File: src/rtl/uart_output_port.sv
// Memory-mapped UART output port: 4-byte register window, TX FIFO and 8N1 serializer.
// Define UART_OUTPUT_PORT_PARITY_EN to add a parity bit (CTRL bit3 selects odd parity).
module uart_output_port #(
    parameter int CLKS_PER_BIT = 16,
    parameter int FIFO_DEPTH   = 8
) (
    input  logic        clk,
    input  logic        rst_n,
    input  logic [31:0] output_address,
    input  logic [31:0] output_out,
    input  logic [1:0]  output_size,
    input  logic        output_write_enable,
    output logic [31:0] output_in,
    output logic        tx
);
    localparam int AW = $clog2(FIFO_DEPTH);
    localparam int CW = AW + 1;
    localparam int BW = $clog2(CLKS_PER_BIT);
    localparam logic [BW-1:0] BAUD_RELOAD = BW'(CLKS_PER_BIT - 1);
    localparam logic [CW-1:0] FULL_COUNT  = CW'(FIFO_DEPTH);

    typedef enum logic [2:0] {S_IDLE, S_START, S_DATA, S_PARITY, S_STOP} state_t;

    logic [2:0]    lane_lo, lane_len, lane_hi;
    logic          wr_lane0, wr_lane1;
    logic [7:0]    ctrl_wdata;
    logic          flush, ovf_clr, push_ok, ovf_set, pop, can_start;
    logic          fifo_empty, fifo_full, busy;

    logic [7:0]    mem_q [FIFO_DEPTH];
    logic [AW-1:0] wr_ptr_q, wr_ptr_d, rd_ptr_q, rd_ptr_d;
    logic [CW-1:0] count_q, count_d;
    logic          overflow_q, overflow_d;
    logic          enable_q, enable_d;
    logic          parity_odd_q;

    state_t        state_q, state_d;
    logic [BW-1:0] baud_q, baud_d;
    logic [2:0]    bit_q, bit_d;
    logic [7:0]    data_q, data_d;

    logic [8:0]    count_ext;
    logic [7:0]    status_rd, ctrl_rd, count_rd;
    logic          unused_bits;

    assign unused_bits = ^{output_address[31:2], output_out[31:16]};

    // Byte lanes touched by this access: offset .. offset + bytes - 1.
    always_comb begin
        lane_lo = {1'b0, output_address[1:0]};
        case (output_size)
            2'b01:   lane_len = 3'd2;
            2'b10:   lane_len = 3'd4;
            default: lane_len = 3'd1;
        endcase
        lane_hi  = lane_lo + lane_len - 3'd1;
        wr_lane0 = output_write_enable && (lane_lo == 3'd0);
        wr_lane1 = output_write_enable && (lane_lo <= 3'd1) && (lane_hi >= 3'd1);
    end

    assign ctrl_wdata = output_out[15:8];
    assign flush      = wr_lane1 && ctrl_wdata[1];
    assign ovf_clr    = wr_lane1 && ctrl_wdata[2];
    assign fifo_empty = (count_q == '0);
    assign fifo_full  = (count_q == FULL_COUNT);
    assign can_start  = enable_q && !fifo_empty && !flush;
    assign push_ok    = wr_lane0 && !flush && (!fifo_full || pop);
    assign ovf_set    = wr_lane0 && !flush && fifo_full && !pop;

    always_comb begin
        wr_ptr_d = wr_ptr_q;
        rd_ptr_d = rd_ptr_q;
        count_d  = count_q;
        if (flush) begin
            wr_ptr_d = '0;
            rd_ptr_d = '0;
            count_d  = '0;
        end else begin
            if (push_ok) wr_ptr_d = wr_ptr_q + AW'(1);
            if (pop)     rd_ptr_d = rd_ptr_q + AW'(1);
            count_d = count_q + CW'(push_ok) - CW'(pop);
        end
        // A push that overflows beats a same-cycle clear.
        overflow_d = ovf_set ? 1'b1 : (ovf_clr ? 1'b0 : overflow_q);
        enable_d   = wr_lane1 ? ctrl_wdata[0] : enable_q;
    end

    always_ff @(posedge clk) begin
        if (!rst_n) begin
            wr_ptr_q   <= '0;
            rd_ptr_q   <= '0;
            count_q    <= '0;
            overflow_q <= 1'b0;
            enable_q   <= 1'b1;
        end else begin
            wr_ptr_q   <= wr_ptr_d;
            rd_ptr_q   <= rd_ptr_d;
            count_q    <= count_d;
            overflow_q <= overflow_d;
            enable_q   <= enable_d;
        end
    end

`ifdef UART_OUTPUT_PORT_PARITY_EN
    logic parity_odd_d;
    assign parity_odd_d = wr_lane1 ? ctrl_wdata[3] : parity_odd_q;

    always_ff @(posedge clk) begin
        if (!rst_n) parity_odd_q <= 1'b0;
        else        parity_odd_q <= parity_odd_d;
    end
`else
    assign parity_odd_q = 1'b0;
`endif

    always_ff @(posedge clk) begin
        if (push_ok) mem_q[wr_ptr_q] <= output_out[7:0];
    end

    always_ff @(posedge clk) begin
        if (!rst_n) begin
            state_q <= S_IDLE;
            baud_q  <= '0;
            bit_q   <= '0;
        end else begin
            state_q <= state_d;
            baud_q  <= baud_d;
            bit_q   <= bit_d;
        end
    end

    always_ff @(posedge clk) begin
        data_q <= data_d;
    end

    always_comb begin
        state_d = state_q;
        baud_d  = baud_q;
        bit_d   = bit_q;
        data_d  = data_q;
        if (pop) begin
            state_d = S_START;
            baud_d  = BAUD_RELOAD;
            bit_d   = 3'd0;
            data_d  = mem_q[rd_ptr_q];
        end else if (state_q != S_IDLE) begin
            if (baud_q != '0) begin
                baud_d = baud_q - BW'(1);
            end else begin
                baud_d = BAUD_RELOAD;
                case (state_q)
                    S_START: state_d = S_DATA;
                    S_DATA: begin
                        if (bit_q == 3'd7) begin
`ifdef UART_OUTPUT_PORT_PARITY_EN
                            state_d = S_PARITY;
`else
                            state_d = S_STOP;
`endif
                        end else begin
                            bit_d = bit_q + 3'd1;
                        end
                    end
                    S_PARITY: state_d = S_STOP;
                    default:  state_d = S_IDLE;
                endcase
            end
        end
    end

    // A frame may start from IDLE or straight out of the last STOP cycle.
    always_comb begin
        pop  = can_start && ((state_q == S_IDLE) || ((state_q == S_STOP) && (baud_q == '0)));
        busy = (state_q != S_IDLE);
        case (state_q)
            S_START:  tx = 1'b0;
            S_DATA:   tx = data_q[bit_q];
            S_PARITY: tx = (^data_q) ^ parity_odd_q;
            default:  tx = 1'b1;
        endcase
    end

    always_comb begin
        count_ext = 9'(count_q);
        count_rd  = count_ext[8] ? 8'hFF : count_ext[7:0];
        status_rd = {4'b0000, overflow_q, busy, fifo_empty, fifo_full};
        ctrl_rd   = {4'b0000, parity_odd_q, 2'b00, enable_q};
        output_in = {8'h00, count_rd, ctrl_rd, status_rd} >> {output_address[1:0], 3'b000};
    end

endmodule

File: config.mk
export PLATFORM = sky130hd
export DESIGN_NAME = uart_output_port
export DESIGN_NICKNAME = d
export VERILOG_FILES = /design/src/rtl/uart_output_port.sv
export SDC_FILE = /design/constraint.sdc
export NUM_CORES = 1
export LEC_CHECK = 0
export CORE_ASPECT_RATIO = 1.1
export CORE_UTILIZATION = 33
export CTS_CLUSTER_DIAMETER = 200
export DETAILED_ROUTE_END_ITERATION = 10
export GPL_TIMING_DRIVEN = 0
export PLACE_DENSITY = 0.66
export SKIP_LAST_GASP = 1
export SYNTH_ARGS = -nofsm -noshare
export SYNTH_HDL_FRONTEND = slang
export SYNTH_SLANG_ARGS = --single-unit
File: constraint.sdc
create_clock -name clk -period 5.2 [get_ports clk]
set_clock_uncertainty 0.05 [all_clocks]
set_input_delay 1.04 -clock clk [delete_from_list [all_inputs] [get_ports clk]]
set_output_delay 1.04 -clock clk [all_outputs]
set_load 0.01 [all_outputs]
==> results.json, run 1 <==
{
  "core_um2": 13200,
  "wl_per_cell_um": 14.3,
  "wl_mm": 7.88,
  "globalplace.congestion": 0.750,
  "max-cap-violations": 0,
  "endpoint_kind": "flip-flop",
  "syn_inst": 321,
  "startpoint": "output_address[0]",
  "use_met3_pct": 2.63,
  "clock_latency_ns": 0.34,
  "avgViaCountPerCell": 4.77,
  "antenna_left": 0,
  "cp.arrival_ns": 4.50,
  "ctsLongestPathBuffers": 2,
  "path_clk_slew_ns": 0.06,
  "ys_types": 55,
  "dp.cells": 535,
  "holdPathStages": 2,
  "met1_usage_pct": 13.6,
  "min_path_type": "reg2reg",
  "grt.overflow.total": 0,
  "fin_crit_sh_pct": 86.7,
  "synthArstFlopShare_pct": 0,
  "crit_chain": "clkdlybuf4s50_1, clkbuf_1, inv_1, ha_1, inv_1, ha_1, and2b_2, nand2_2, a211o_1, or3_4, nor3_1, buf_2",
  "vias": 2621,
  "grt_max_degree": 17,
  "dieArea_um2": 14000,
  "port_buffers": 29,
  "slew_headroom_pct": 40.5,
  "min_period_ns": 4.51,
  "grt_setup_unrepaired": "no",
  "track_usage_pct": 12.3,
  "final_nets": 471,
  "synth_area_leaders": "edfxtp_1 48%, dfxtp_1 9.8%, mux4_2 9.1%",
  "critPathSlowestCell": "clkdlybuf4s50_1",
  "ys_seq_area_share_pct": 58.1,
  "path_max_fanout": 10,
  "yosys_warnings": 0,
  "cts.sinks": 94,
  "synth-main-ff-cell": "edfxtp_1",
  "cts_htree_levels": 3,
  "die_w_um": 113,
  "synth.cell_area_um2": 4480,
  "ios": 102,
  "grt.busiest_layer": "met2",
  "cp-start-kind": "input pin",
  "hold_slack_ns": 0.475,
  "required_ns": 5.19,
  "critical_path_class": "in2reg",
  "start_util_pct": 33.9,
  "avgSynthCellArea_um2": 13.9,
  "drive_above_1_share_pct": 22.9,
  "finalHoldViolCount": 0,
  "worst_pin_slew_ns": 0.886,
  "max_freq_ghz": 0.222,
  "maxSlewViolCount": 0,
  "worst_slack_ns": 0.694,
  "grt_pass1_vias": 2569,
  "min_from": "baud_q[3]$_SDFFE_PN0P_",
  "p_leak_nw": 1.94,
  "pre_cts_slack_ns": 0.293,
  "ys_ff_latch": 94,
  "cts.repair.resized": 0,
  "p_per_area_nw_per_um2": 423,
  "synth-edff-count": 72,
  "status": "finished clean",
  "cts_root_buf": "clkbuf_16",
  "final.setup.tns_ns": 0,
  "holdBufCountCts": 0,
  "fin_cells": 550,
  "diodes": 0,
  "synth_top_area_share_pct": 48.3,
  "die_h_um": 124,
  "antenna_found_initial": 0,
  "reg2reg_depth": 9,
  "drt-initial-drc-count": 98,
  "ir_worst_vdd_mv": 0.232,
  "grt_use_met2_pct": 22.8,
  "synth_largest_area_cell": "edfxtp_1",
  "cts_tree": "done",
  "reg2reg_from": "baud_q[0]$_SDFFE_PN0P_",
  "drc_errors": 0,
  "setup_viol": 0,
  "fillers": 1257,
  "firstDrtPassIters": 6,
  "grt_pass1_wl_mm": 12.8,
  "syn2layout_area_growth_pct": 19.7,
  "cts_inserted_buffers": 9,
  "rows": 44,
  "max_stage_delay_ns": 0.56,
  "cts_setup_buffers": 0,
  "hpwl_mm": 5.75
}
[worst max-delay path, delay by kind of cell]
kind / cells / cell delay, ns
buffers and inverters: 5 / 1.45
AND/OR/NAND/NOR: 4 / 1.23
adder cells (fa/ha/maj): 2 / 0.44
AO/OA/AOI/OAI: 1 / 0.33
[cells in the mapped netlist, types with 6 or more instances]
cell      number
inv_1         20
buf_4         20
xnor2_1       10
a21oi_1       10
nor3_1        11
edfxtp_1      72
mux4_2        18
mux2_2         9
mux2i_1        7
nand3_1        6
ha_1          16
clkbuf_1       6
dfxtp_1       22
nor2_1        21
nand2_1       14
[state kept, by name, indices dropped and copies added (netlist names)]
signal,flops
state_q,3
count_q,4
enable_q,1
baud_q,4
bit_q,3
rd_ptr_q,3
mem_q,64
overflow_q,1
data_q,8
wr_ptr_q,3
[report_power, final]
group          switching [mW]  internal, mW  leakage [nW]
logic                   0.361         0.357         0.973
clock network           0.277         0.325         0.136
registers              0.0478         0.897         0.832
[through the flow]
step | utilization (%) | cell area [um^2] | power [mW]
finish | 40.5 | 5360 | 2.27
global route | 40.5 | 5360 | 2.40
CTS | 40.5 | 5360 | 2.29
detailed placement | 38.5 | 5090 | 1.69
global placement | 38.1 | 5040 | 1.67
floorplan | - | 4550 | 1.52
[cells by family after synthesis]
kind of cell | Yosys count | share of synthesized area, %
other | 1 | 0.0838
adder cells (fa/ha/maj) | 17 | 4.92
AO/OA/AOI/OAI | 35 | 5.79
flip-flops | 94 | 58.1
multiplexers | 34 | 12.9
AND/OR/NAND/NOR | 72 | 8.72
buffers and inverters | 54 | 6.37
XOR/XNOR | 14 | 3.08
[placed cells by master, fill, tap and decap left out, types with 2 or more instances in the layout]
cell / count
edfxtp_1: 72
clkdlybuf4s50_1: 29
buf_4: 24
dfxtp_1: 22
nor2_1: 21
inv_1: 20
conb_1: 20
mux4_2: 18
ha_1: 16
nand2_1: 14
nor3_1: 11
xnor2_1: 10
a21oi_1: 10
mux2_2: 9
clkbuf_16: 9
mux2i_1: 7
clkbuf_1: 6
nand3_1: 6
inv_6: 4
buf_1: 4
a21boi_0: 4
nand3b_1: 3
xor2_1: 3
o21ai_0: 3
buf_2: 3
nor3b_2: 2
o22ai_1: 2
or3_1: 2
nor4_2: 2
and3_2: 2
o211a_1: 2
clkinv_2: 2
[final cells by class]
| cell class | instances | area (um^2) | area share, % |
|---|---|---|---|
| plain buffers | 32 | 198 | 3.69 |
| clock buffers | 9 | 225 | 4.20 |
| clock inverters | 6 | 45.0 | 0.841 |
| inverters | 22 | 87.6 | 1.64 |
| multi-input cells | 192 | 1670 | 31.2 |
| flip-flops and latches | 94 | 2600 | 48.6 |
| well taps | 161 | 201 | 3.76 |
| repair buffers | 34 | 325 | 6.07 |
[metal layers]
metal  wire length [um]  part of all wire, %
met1               3370                   43
met3                280                  3.6
met4                153                  1.9
met5                  0                    0
met2               4080                   52
[worst paths after layout]
| kind | to | slack (ns) |
|---|---|---|
| setup reg to reg | mem_q[7][7]$_DFFE_PP_ | 2.30 |
| hold / removal | baud_q[3]$_SDFFE_PN0P_ | 0.47 |
| setup / recovery | mem_q[0][0]$_DFFE_PP_ | 0.69 |
| hold reg to reg | baud_q[3]$_SDFFE_PN0P_ | 0.47 |
No activity file was read; power rests on OpenSTA's default activity.
==> run 2, diff against run 1 <==
--- a/config.mk
+++ b/config.mk
@@ -6,11 +6,12 @@
 export NUM_CORES = 1
 export LEC_CHECK = 0
 export CORE_ASPECT_RATIO = 1.1
-export CORE_UTILIZATION = 33
+export CORE_MARGIN = 8
+export CORE_UTILIZATION = 46
 export CTS_CLUSTER_DIAMETER = 200
 export DETAILED_ROUTE_END_ITERATION = 10
 export GPL_TIMING_DRIVEN = 0
-export PLACE_DENSITY = 0.66
+export PLACE_DENSITY = 0.84
 export SKIP_LAST_GASP = 1
 export SYNTH_ARGS = -nofsm -noshare
 export SYNTH_HDL_FRONTEND = slang
==> constraint.sdc (replaced) <==
create_clock -name clk -period 5.1 [get_ports clk]
set_clock_uncertainty 0.05 [all_clocks]
set_input_delay 1.02 -clock clk [delete_from_list [all_inputs] [get_ports clk]]
set_output_delay 1.02 -clock clk [all_outputs]
set_load 0.01 [all_outputs]
==> run 2 against run 1 <==
Routed wire length rose by 8.1%. Final area is 2.5% lower. Hold slack gained 0.0044 ns. Register-to-register slack got worse by 0.12 ns. Combinational power grew 2%. Via count grew 2.9%. Flip-flop and latch count unchanged. Non-clock buffer count fell by 2. Critical path type unchanged. Largest cell class unchanged. Largest power group unchanged.
==> results.json, run 2 (same netlist as run 1, synthesis figures left out) <==
{
  "cts_root_buf": "clkbuf_8",
  "dpl_cell_area_um2": 5010,
  "core_um2": 9400,
  "cts.repair.resized": 0,
  "min_period_ns": 4.40,
  "endpoint_kind": "flip-flop",
  "path_clk_slew_ns": 0.10,
  "hpwl_mm": 6.23,
  "final_area_um2": 5220,
  "required_ns": 5.05,
  "cts_tree": "done",
  "met2WireLength_mm": 4.44,
  "ctsLongestPathBuffers": 2,
  "status": "finished clean",
  "register_area_um2": 2600,
  "multi_input_area_um2": 1680,
  "syn2layout_area_growth_pct": 16.7,
  "dieArea_um2": 13100,
  "drt-initial-drc-count": 151,
  "antenna_found_initial": 0,
  "cp.arrival_ns": 4.35,
  "drive_above_1_share_pct": 23.2,
  "grt_pass1_wl_mm": 13.4,
  "grt_setup_unrepaired": "no",
  "grt.overflow.total": 0,
  "rows": 37,
  "fin_crit_sh_pct": 86.4,
  "ios": 102,
  "path_max_fanout": 10,
  "wl_met1_mm": 3.35,
  "die_h_um": 119,
  "worst_slack_ns": 0.696,
  "max_freq_ghz": 0.227,
  "p_leak_nw": 1.89,
  "final_nets": 469,
  "cts.sinks": 94,
  "wl_mm": 8.53,
  "critical_path_class": "in2reg",
  "p_per_area_nw_per_um2": 417,
  "die_w_um": 110,
  "worst_pin_slew_ns": 0.882,
  "cts_htree_levels": 3,
  "reg_top3": "mem_q: 64 flops, data_q: 8 flops",
  "finish.utilization_pct": 55.6,
  "grt_max_degree": 20,
  "maxSlewViolCount": 0,
  "min_path_type": "reg2reg",
  "final_cell_mix": "72 x edfxtp_1, 29 x clkdlybuf4s50_1, 22 x buf_4, 22 x dfxtp_1, 21 x nor2_1",
  "critPathSlowestCell": "nor2_1",
  "cts_setup_buffers": 0,
  "start_util_pct": 47.6,
  "crit_chain": "clkdlybuf4s50_1, clkbuf_1, inv_1, ha_1, inv_1, ha_1, and2b_2, nand2_2, a211o_1, or3_4, nor2_1",
  "cp-start-kind": "input pin",
  "regMostFlops": "mem_q",
  "min_from": "baud_q[3]$_SDFFE_PN0P_",
  "clock_latency_ns": 0.38,
  "layout_commonest_cell": "edfxtp_1",
  "finalHoldViolCount": 0,
  "drc_errors": 0,
  "max-cap-violations": 0,
  "reg2reg_from": "count_q[2]$_SDFF_PP0_",
  "slew_headroom_pct": 41.0,
  "startpoint": "output_address[0]",
  "avgViaCountPerCell": 5.34,
  "vias": 2698,
  "pre_cts_slack_ns": -0.114,
  "track_usage_pct": 13.5,
  "diodes": 0,
  "globalplace.congestion": 0.810,
  "fillers": 732,
  "holdBufCountCts": 0,
  "antenna_left": 0,
  "dr.max_layer_used": "met4",
  "dr_wl_met3_um": 590,
  "wl_per_cell_um": 16.9,
  "firstDrtPassIters": 5,
  "cts_inserted_buffers": 9,
  "grt_pass1_vias": 2638,
  "ir_worst_vdd_mv": 0.250,
  "setup_viol": 0,
  "largest_reg_flops": 64,
  "max_stage_delay_ns": 0.70,
  "port_buffers": 29
}
run 2: cell count changes in the layout (fill, tap and decap cells not counted):
cell | previous run | this run
inv_6 | 4 | 3
clkbuf_8 | 0 | 9
nor3_1 | 11 | 9
clkbuf_4 | 0 | 1
clkinv_4 | 1 | 2
nor3_2 | 1 | 3
inv_8 | 0 | 3
buf_2 | 3 | 2
clkbuf_16 | 9 | 0
clkinv_2 | 2 | 0
buf_4 | 24 | 22
run 2: layer usage:
layer  vias to the layer above  global-route usage (%)
met3                        13                    3.72
met4                         0                    4.56
met1                      1326                    15.4
li1                       1278                       -
met2                        81                    23.6
met5                         -                       0
run 2: worst max-delay path: cells and delay by family:
kind	cells	cell delay, ns
AOI/OAI and AO/OA	1	0.32
and+or+nand+nor	4	1.41
buffers and inverters	4	1.15
adders and majority gates	2	0.44
run 2: final cells by class:
class	count	area share (%)
Tap cell	117	2.80
Timing Repair Buffer	32	5.99
Clock buffer	9	2.37
Clock inverter	7	1.32
Sequential cell	94	49.8
Inverter	22	1.68
Buffer	32	3.79
Multi-Input combinational cell	192	32.2
run 2: per-stage QoR:
| step | setup TNS [ns] | cells | power (mW) | hold WS [ns] |
|---|---|---|---|---|
| after floorplan | 0 | 340 | 1.55 | 0.423 |
| after global placement | -3.41 | 486 | 1.69 | 0.445 |
| after detailed placement | -1.24 | 488 | 1.72 | 0.463 |
| after CTS | 0 | 504 | 2.20 | 0.477 |
| after global routing | 0 | 505 | 2.30 | 0.496 |
| final | 0 | 505 | 2.18 | 0.479 |
run 2: power breakdown:
part | switching (mW) | leakage [nW] | internal [mW]
registers | 0.0507 | 0.832 | 0.914
clock network | 0.286 | 0.100 | 0.192
logic | 0.372 | 0.962 | 0.365
total | 0.708 | 1.89 | 1.47
run 2: worst paths after layout:
check	endpoint	slack, ns	depth (start not counted)
max	mem_q[6][5]$_DFFE_PP_	0.70	11
max reg2reg	count_q[1]$_SDFF_PP0_	2.18	11
min reg2reg	baud_q[3]$_SDFFE_PN0P_	0.48	2
min	baud_q[3]$_SDFFE_PN0P_	0.48	2
